## config.mk

```make
export PLATFORM = sky130hd
export DESIGN_NAME = vec_mem_access
export DESIGN_NICKNAME = d
export VERILOG_FILES = /design/src/rtl/vp_mem_pkg.sv /design/src/rtl/vec_lane_pack.sv /design/src/rtl/vec_mem_access.sv
export SDC_FILE = /design/constraint.sdc
export NUM_CORES = 1
export LEC_CHECK = 0
export ABC_AREA = 1
export CAP_MARGIN = 20
export CORE_MARGIN = 8
export CORE_UTILIZATION = 44
export CTS_CLUSTER_SIZE = 14
export DETAILED_ROUTE_END_ITERATION = 8
export PLACE_DENSITY = 0.85
export SYNTH_ARGS = -nofsm -noshare
export SYNTH_HDL_FRONTEND = slang
export SYNTH_SLANG_ARGS = --single-unit
```

## constraint.sdc

```tcl
create_clock -name clk -period 2.5 [get_ports clk]
set_input_delay 0.5 -clock clk [delete_from_list [all_inputs] [get_ports clk]]
set_output_delay 0.5 -clock clk [all_outputs]
set_load 0.01 [all_outputs]
```

## src/rtl/vp_mem_pkg.sv

```systemverilog
// Shared definitions for the vector/scalar memory access stage: mem_op bit
// indices, lane geometry and the access FSM state encoding.
package vp_mem_pkg;

    localparam int OP_W      = 4;
    localparam int OP_SREAD  = 0;
    localparam int OP_SWRITE = 1;
    localparam int OP_VREAD  = 2;
    localparam int OP_VWRITE = 3;

    localparam int LANES    = 8;
    localparam int LANE_W   = 24;
    localparam int SCALAR_W = 21;
    localparam int VEC_W    = LANES * LANE_W;
    localparam int BEAT_W   = 3;

    typedef enum logic [2:0] {
        ST_IDLE,
        ST_SREAD,
        ST_SWRITE,
        ST_VREAD,
        ST_VWRITE,
        ST_DONE
    } mem_state_e;

    // A request is legal only when it names exactly one kind of access.
    function automatic logic op_single(input logic [OP_W-1:0] op);
        return $countones(op) == 1;
    endfunction

endpackage

```

## src/rtl/vec_lane_pack.sv

```systemverilog
// Combinational lane extract / lane insert on a packed 8 x 24-bit vector,
// each selected by its own 3-bit lane index.
module vec_lane_pack
    import vp_mem_pkg::*;
(
    input  logic [VEC_W-1:0]  ext_vec,
    input  logic [BEAT_W-1:0] ext_idx,
    output logic [LANE_W-1:0] ext_lane,
    input  logic [VEC_W-1:0]  ins_vec,
    input  logic [BEAT_W-1:0] ins_idx,
    input  logic [LANE_W-1:0] ins_lane,
    output logic [VEC_W-1:0]  ins_out
);

    logic [LANES-1:0][LANE_W-1:0] ext_arr;
    logic [LANES-1:0][LANE_W-1:0] ins_arr;
    logic [LANES-1:0][LANE_W-1:0] out_arr;

    assign ext_arr  = ext_vec;
    assign ins_arr  = ins_vec;
    assign ext_lane = ext_arr[ext_idx];

    for (genvar i = 0; i < LANES; i++) begin : g_lane
        assign out_arr[i] = (ins_idx == BEAT_W'(i)) ? ins_lane : ins_arr[i];
    end

    assign ins_out = out_arr;

endmodule

```

## src/rtl/vec_mem_access.sv

```systemverilog
// MEM-stage access engine: scalar/vector loads and stores to a synchronous
// 24-bit memory. Define VEC_MEM_BOUNDS_CHECK_EN to reject out-of-range requests.
module vec_mem_access
    import vp_mem_pkg::*;
#(
    parameter int ADDR_W    = 10,
    parameter int MEM_DEPTH = 1024
) (
    input  logic                clk,
    input  logic                rst_n,
    input  logic                req_valid,
    input  logic [OP_W-1:0]     mem_op,
    input  logic [SCALAR_W-1:0] addr_in,
    input  logic [SCALAR_W-1:0] sdata_in,
    input  logic [VEC_W-1:0]    vdata_in,
    output logic                stall,
    output logic                done,
    output logic                err,
    output logic [SCALAR_W-1:0] sdata_out,
    output logic [VEC_W-1:0]    vdata_out,
    output logic [ADDR_W-1:0]   mem_addr,
    output logic                mem_we,
    output logic [LANE_W-1:0]   mem_wdata,
    input  logic [LANE_W-1:0]   mem_rdata
);

`ifdef VEC_MEM_BOUNDS_CHECK_EN
    localparam bit BOUNDS_EN = 1'b1;
`else
    localparam bit BOUNDS_EN = 1'b0;
`endif

    mem_state_e state, state_nxt;

    logic [BEAT_W-1:0]   beat_q;
    logic                tail_q;
    logic [ADDR_W-1:0]   base_q;
    logic [SCALAR_W-1:0] sdata_q;
    logic [VEC_W-1:0]    vdata_q;

    logic                rd_issue;
    logic                rd_vld;
    logic                rd_scalar;
    logic [BEAT_W-1:0]   rd_idx;

    logic [LANE_W-1:0]   wr_lane;
    logic [VEC_W-1:0]    vdata_ins;

    // ---------------------------------------------------------------- request decode
    logic [ADDR_W-1:0] req_base;
    logic [31:0]       req_last;
    logic              req_vec, req_single, req_oob, accept, reject;

    assign req_base   = addr_in[ADDR_W-1:0];
    assign req_vec    = mem_op[OP_VREAD] | mem_op[OP_VWRITE];
    assign req_single = op_single(mem_op);
    assign req_last   = 32'(req_base) + (req_vec ? 32'd7 : 32'd0);
    assign req_oob    = BOUNDS_EN && (req_last > 32'(MEM_DEPTH - 1));

    assign accept = (state == ST_IDLE) && req_valid && req_single && !req_oob;
    assign reject = (state == ST_IDLE) && req_valid && (mem_op != '0) &&
                    (!req_single || req_oob);

    if (ADDR_W < SCALAR_W) begin : g_addr_hi
        logic unused_addr_hi;
        assign unused_addr_hi = ^addr_in[SCALAR_W-1:ADDR_W];
    end

    // ---------------------------------------------------------------- FSM
    always_ff @(posedge clk or negedge rst_n) begin
        if (!rst_n) state <= ST_IDLE;
        else        state <= state_nxt;
    end

    always_comb begin
        state_nxt = state;
        unique case (state)
            ST_IDLE: begin
                if (accept) begin
                    if (mem_op[OP_SREAD])       state_nxt = ST_SREAD;
                    else if (mem_op[OP_SWRITE]) state_nxt = ST_SWRITE;
                    else if (mem_op[OP_VREAD])  state_nxt = ST_VREAD;
                    else                        state_nxt = ST_VWRITE;
                end
            end
            ST_SWRITE: state_nxt = ST_DONE;
            ST_SREAD:  if (tail_q) state_nxt = ST_DONE;
            ST_VWRITE: if (beat_q == '1) state_nxt = ST_DONE;
            ST_VREAD:  if (tail_q) state_nxt = ST_DONE;
            ST_DONE:   state_nxt = ST_IDLE;
            default:   state_nxt = ST_IDLE;
        endcase
    end

    always_comb begin
        stall     = 1'b0;
        done      = 1'b0;
        mem_we    = 1'b0;
        mem_wdata = '0;
        rd_issue  = 1'b0;
        mem_addr  = base_q + ADDR_W'(beat_q);
        unique case (state)
            ST_SREAD: begin
                stall    = 1'b1;
                rd_issue = !tail_q;
            end
            ST_SWRITE: begin
                stall     = 1'b1;
                mem_we    = 1'b1;
                mem_wdata = {{(LANE_W-SCALAR_W){1'b0}}, sdata_q};
            end
            ST_VREAD: begin
                stall    = 1'b1;
                rd_issue = !tail_q;
            end
            ST_VWRITE: begin
                stall     = 1'b1;
                mem_we    = 1'b1;
                mem_wdata = wr_lane;
            end
            ST_DONE: done = 1'b1;
            default: ;
        endcase
    end

    // ---------------------------------------------------------------- beat sequencing
    // tail_q marks the trailing cycle of a read, spent waiting for the last word.
    always_ff @(posedge clk or negedge rst_n) begin
        if (!rst_n) begin
            beat_q <= '0;
            tail_q <= 1'b0;
        end else begin
            unique case (state)
                ST_SREAD:  tail_q <= 1'b1;
                ST_VWRITE: beat_q <= beat_q + BEAT_W'(1);
                ST_VREAD: begin
                    if (!tail_q) begin
                        beat_q <= beat_q + BEAT_W'(1);
                        if (beat_q == '1) tail_q <= 1'b1;
                    end
                end
                default: begin
                    beat_q <= '0;
                    tail_q <= 1'b0;
                end
            endcase
        end
    end

    // ---------------------------------------------------------------- request latch, err
    always_ff @(posedge clk or negedge rst_n) begin
        if (!rst_n) begin
            base_q  <= '0;
            sdata_q <= '0;
            vdata_q <= '0;
            err     <= 1'b0;
        end else begin
            err <= reject;
            if (accept) begin
                base_q  <= req_base;
                sdata_q <= sdata_in;
                vdata_q <= vdata_in;
            end
        end
    end

    // ---------------------------------------------------------------- load capture
    // Memory returns data one cycle after the address, so each issued read
    // remembers its destination for exactly one cycle.
    always_ff @(posedge clk or negedge rst_n) begin
        if (!rst_n) begin
            rd_vld    <= 1'b0;
            rd_scalar <= 1'b0;
            rd_idx    <= '0;
            sdata_out <= '0;
            vdata_out <= '0;
        end else begin
            rd_vld    <= rd_issue;
            rd_scalar <= (state == ST_SREAD);
            rd_idx    <= beat_q;
            if (rd_vld) begin
                if (rd_scalar) sdata_out <= mem_rdata[SCALAR_W-1:0];
                else           vdata_out <= vdata_ins;
            end
        end
    end

    vec_lane_pack u_lane_pack (
        .ext_vec  (vdata_q),
        .ext_idx  (beat_q),
        .ext_lane (wr_lane),
        .ins_vec  (vdata_out),
        .ins_idx  (rd_idx),
        .ins_lane (mem_rdata),
        .ins_out  (vdata_ins)
    );

endmodule

```

After elaboration in Yosys (flattened, before gate mapping)
Index checks and enable logic that the tools add are counted.
Storage, ports and cells
  word-level logic and storage cells: 87
  output and inout port bits: 251
  input port bits: 265
  flip-flop bits (word level): 449
Operators by class
  multiplexer cells: 19
  add/subtract/negate cells: 5
  bitwise operators: 2
  reductions and logical operators: 23
  $lt $le $gt $ge: 1
  equality and inequality tests: 18
Operators by type and width (number)
  binary-select mux 24 bit (select 3 bit): 1
  one-hot mux 24 bit (2 select lines): 1
  AND reduction 3 bit: 9
  2-to-1 mux 24 bit: 1
  equality test 3 bit, second input constant: 7
  2-to-1 mux 3 bit: 7
  equality test 3 x 2 -> 1 bit, second input constant: 4
  one-hot mux 3 bit (4 select lines): 1
  adder 10 x 3 -> 10 bit: 1
  equality test 3 x 1 -> 1 bit, second input constant: 3
  one-hot mux 3 bit (3 select lines): 1
  logical NOT 3 bit: 2
  2-to-1 mux 1 bit: 6
  != test 2 bit, second input constant: 3
  adder 1 x 1 -> 2 bit: 2
  logical AND 1 bit: 4
  < comparator 3 x 4 -> 1 bit, second input constant: 1
  AND reduction 2 bit: 2
  nonzero test 4 bit: 1
  OR reduction 2 bit: 2
  OR reduction 4 bit: 1
  adder 2 x 2 -> 3 bit: 1
  adder 3 x 1 -> 3 bit, second input constant: 1
  one-hot mux 1 bit (3 select lines): 1
  3 further kinds: 5

Logic depth before layout (Yosys ltp)
  depth in word-level cells: 6
  gate-level depth with buffers: 12
  gate-level depth less buffers: 11

Hierarchy
A second synthesis with hierarchy kept.
Second synthesis, totals
  cells, all modules: 2683
  area total of the unflattened synthesis: 22414.0 um2
Modules (own cells, without submodules)
  vec_mem_access: times used 1, area each 17712.0 um2, seq. area each 11235.8 um2, cells an instance 1584
  vec_lane_pack: times used 1, area each 4702.0 um2, seq. area each 0.0 um2, cells an instance 1099

Least setup slack after synthesis
OpenSTA, ideal clock, no wires.
  kind: register to output
  start point: register beat_q[1]
  end point: output mem_addr[8]
  buffers on the path: 3
  stages on the path, launching flop included: 10
  data required time: 2000 ps
  data arrival time: 2117 ps
  slack: -117 ps
  cells stage by stage: dfrtp_1 -> clkbuf_1 -> inv_1 -> buf_2 -> buf_1 -> fa_1 -> o21ai_0 -> nand2_1 -> nor2_1 -> xor2_1
On the way
  longest elaborated chain between the ends: 1
RTL lines
  from (decl): RTL line vec_mem_access.sv:35  | logic [BEAT_W-1:0] beat_q;
  from (signal assigned): RTL line vec_mem_access.sv:135  | ST_VWRITE: beat_q <= beat_q + BEAT_W'(1);
  from (signal assigned): RTL line vec_mem_access.sv:138  | beat_q <= beat_q + BEAT_W'(1);
  adder 10 x 3 -> 10 bit: RTL line vec_mem_access.sv:101  | mem_addr = base_q + ADDR_W'(beat_q);
  to (decl): RTL line vec_mem_access.sv:21  | output logic [ADDR_W-1:0] mem_addr,
No other way between the ends.

Final worst setup path
  start point: register beat_q[0]
  end point: output mem_wdata[8]
On the way
  longest elaborated chain between the ends: 3
RTL lines
  binary-select mux 24 bit (select 3 bit): RTL line vec_lane_pack.sv:21  | assign ext_lane = ext_arr[ext_idx];
  2-to-1 mux 24 bit (not written as such): RTL line vec_lane_pack.sv:21
  one-hot mux 24 bit (2 select lines): RTL line vec_mem_access.sv:102  | unique case (state)
  to (decl): RTL line vec_mem_access.sv:23  | output logic [LANE_W-1:0] mem_wdata,
No other way between the ends. The select of a mux whose other input is x is not followed.

==> qor.yml <==
run_status:
  status: "finished, violations left"
  failed_checks: "negative setup slack"
floorplan:
  dieArea_um2: 50200
  initial_core_util_pct: 44.4
  dieWidth_um: 224
  fp.coreArea_um2: 42900
  num_io_pins: 516
  std_cell_rows: 76
  die_h_um: 224
layout:
  nets: 3097
  syn_to_final_growth_pct: 52.5
  final_util_pct: 67.7
  drive_above_1_share_pct: 16.0
timing:
  fin_crit_sh_pct: 113
  fmax_mhz: 355
  tightest_slew_ns: 0.690
  hold_viol: 0
  holdWs_ns: 0.253
  fin_skew_ns: 0.0308
  drv_slew: 0
  maxSlewHeadroom_pct: 54.0
  min_period_ns: 2.82
  finalWorstSetupSlack_ns: -0.317
  rsz0062_at_grt: "true"
  setup_violations: 29
drt:
  avgViaCountPerCell: 5.59
  vias: 19300
  drc: 0
  wirelength_mm: 80.9
  first_pass_iters: 7
  ant_nets: 0
  first_iter_violations: 2393
  wl_per_cell_um: 23.4
global_route:
  grt_first_pass_wirelength_mm: 119
  grt_pass1_vias: 19600
  overflow: 0
  antenna_found_initial: 13
  top_usage_layer: "met2"
  grt_max_degree: 77
  met1_usage_pct: 35.4
  grt.met2_usage_pct: 51.0
  groute.usage.overall_pct: 30.9
  grtUsageMet3_pct: 9.53
setup_path:
  cp_slowest_cell: "dfrtp_4"
  cp-end-kind: "primary output"
  worstPathRequired_ns: 2.00
  crit_arrival_ns: 2.32
  critPathBufInv: 5
  cpMostUsedCell: "buf_12"
  start_kind: "flip-flop"
  slowest_delay_ns: 0.52
  worstSetupPathType: "flip-flop to primary output"
  r2r_setup_slack_ns: 0.40
  critPathTopFamily: "buffers and inverters"
  crit_fanout: 7
  crit_chain: "buf_12, inv_12, buf_12, buf_12, nand2_1, nand3_1, nand3_1, nand3_4, nand2_2, buf_2"
power_and_ir_drop:
  swShare_pct: 38.4
  power.share.combinational_pct: 44.7
  cellLeakagePower_uw: 0.0135
  p_int_uw: 21500
  vdd_ir_drop_max_mv: 0.566
  powerDensity_nw_per_um2: 1200
  p_switching_uw: 13400
  clockPowerShare_pct: 20.7
  p_seq_share_pct: 34.7
placed_design:
  hpwl_mm: 54.0
  port_buffers: 504
  gp_congestion: 1.03
synth:
  synth_cells: 2248
  synth_top_area_share_pct: 59.0
  synth.avg_cell_area_um2: 8.47
  synth.area.top_cells: "dfrtp_1 59%, nand2_1 13%, o21ai_0 11%, inv_1 5.9%, nand3_1 4.5%"
  syn-num-nets: 2523
  yosysTopAreaCell: "dfrtp_1"
  synthDistinctLibCells: 22
  synth-seq-cells: 449
  yosysSeqAreaShare_pct: 59.0
  syn_area_um2: 19000
  yosysWarnings: 0
hold_path:
  hp-class: "primary input to flip-flop"
job:
  max_cap_viol_count: 0
cts:
  clockRootBuffer: "clkbuf_16"
  numCtsBuffers: 46
  clk_pin_slew_ns: 0.06
  cts.sink_count: 449
  cts_tree: "built"
  clk_latency_ns: 0.60
  cts.path.max_buffers: 3
  htree_levels: 2
## power groups by stage
stage / Combinational [uW] / Clock (uW) / Sequential, uW
global route: 16700 / 7570 / 12300
global placement: 12500 / 0 / 11900
finish: 15600 / 7230 / 12100
CTS: 14600 / 7280 / 12000
floorplan: 5360 / 0 / 12300
detailed placement: 12900 / 0 / 12000
## stage by stage
step,instances,power (uW),setup TNS [ns],setup slack [ns],area (um2)
2_1_floorplan,2248,17600,0,0.0424,19000
3_3_place_gp,3300,24400,-149.88,-0.693,25300
3_5_place_dp,3300,24900,-156.79,-0.765,25300
4_1_cts,3435,33800,-6.12,-0.277,28600
5_1_grt,3444,36600,-8.82,-0.387,29000
6_report,3449,35000,-6.43,-0.317,29000
## timing repair
item	CTS	global route
gates cloned	21	1
hold buffers	1	0
setup endpoints to repair	257	127
pin swaps	43	21
resized for setup	364	76
buffers inserted	30	7
hold endpoints to repair	58	0
## cells in the final DEF, fill, tap and decap left out, types with 5 or more instances in the layout
cell | synthesis | routed
a21oi_1 | 27 | 25
buf_12 | 0 | 32
buf_16 | 0 | 23
buf_2 | 58 | 19
buf_4 | 6 | 79
buf_6 | 0 | 27
buf_8 | 0 | 5
bufinv_16 | 0 | 5
clkbuf_1 | 59 | 9
clkbuf_16 | 0 | 48
clkbuf_8 | 0 | 9
clkdlybuf4s50_1 | 0 | 464
clkinv_2 | 0 | 8
dfrtp_1 | 449 | 446
diode_2 | 0 | 7
ha_4 | 0 | 5
inv_1 | 299 | 291
inv_2 | 0 | 7
nand2_1 | 673 | 625
nand2_2 | 0 | 39
nand2_4 | 0 | 9
nand3_1 | 171 | 56
nand3_2 | 0 | 87
nand3_4 | 0 | 28
nor2_1 | 43 | 39
o21ai_0 | 422 | 416
o21ai_1 | 0 | 5
xor2_1 | 7 | 7
## worst paths after layout
kind / endpoint / depth (start not counted) / startpoint
min in group asynchronous: vdata_out[186] / 2 / rst_n
worst max-delay path: mem_wdata[8] / 10 / beat_q[0]
worst min-delay path: err / 3 / mem_op[3]
worst max register to register: vdata_q[140] / 11 / state[1]
worst min register to register: vdata_out[45] / 2 / vdata_out[45]
max in group asynchronous: sdata_out[15] / 3 / rst_n
## registers in the layout, indices dropped and copies added, names as in the netlist, 3 cells and up
| signal | cells |
|---|---|
| base_q | 10 |
| beat_q | 3 |
| rd_idx | 3 |
| sdata_out | 21 |
| sdata_q | 21 |
| state | 3 |
| vdata_out | 192 |
| vdata_q | 192 |
## metal layers
| metal | wire (um) | vias up | share of wire [%] |
|---|---|---|---|
| met5 | 115 | - | 0.14 |
| met4 | 5730 | 18 | 7.1 |
| met3 | 9920 | 326 | 12 |
| met2 | 37900 | 1457 | 47 |
| met1 | 27200 | 9245 | 34 |
| li1 | - | 8221 | - |
## cell type report
class                   instances  area [um2]
well taps                     585         732
clock inverters                18         243
diodes                          7        17.5
repair buffers                660        7170
clock buffers                  65        1330
multi-input cells            1366        7150
flip-flops and latches        449       11200
fillers                      2899       13900
inverters                     299        1130
## kinds of logic after synthesis
family / after synthesis / synth area share [%]
compound gates: 454 / 12.0
xor+xnor: 8 / 0.368
fa+ha+maj: 10 / 0.736
buf+inv: 433 / 9.04
flops: 449 / 59.0
simple gates: 894 / 18.8
## cell usage after synthesis, drive strengths merged
cell and count:
a21oi 27, a31oi 1, buf 75, clkbuf 59, dfrtp 449, fa 2, ha 8, inv 299
nand2 673, nand3 171, nand4 1, nor2 44, nor3 5, o211ai 3, o21ai 422, o221ai 1
xnor2 1, xor2 7
## worst reg2reg max path: cells and delay by family, from the launching register on
kind / cells / cell delay (ns)
DFF: 1 / 0.40
and+or+nand+nor: 4 / 0.64
buffers and inverters: 6 / 0.83
AOI/OAI and AO/OA: 1 / 0.14
Note: power is estimated with default switching activity, not from simulation.
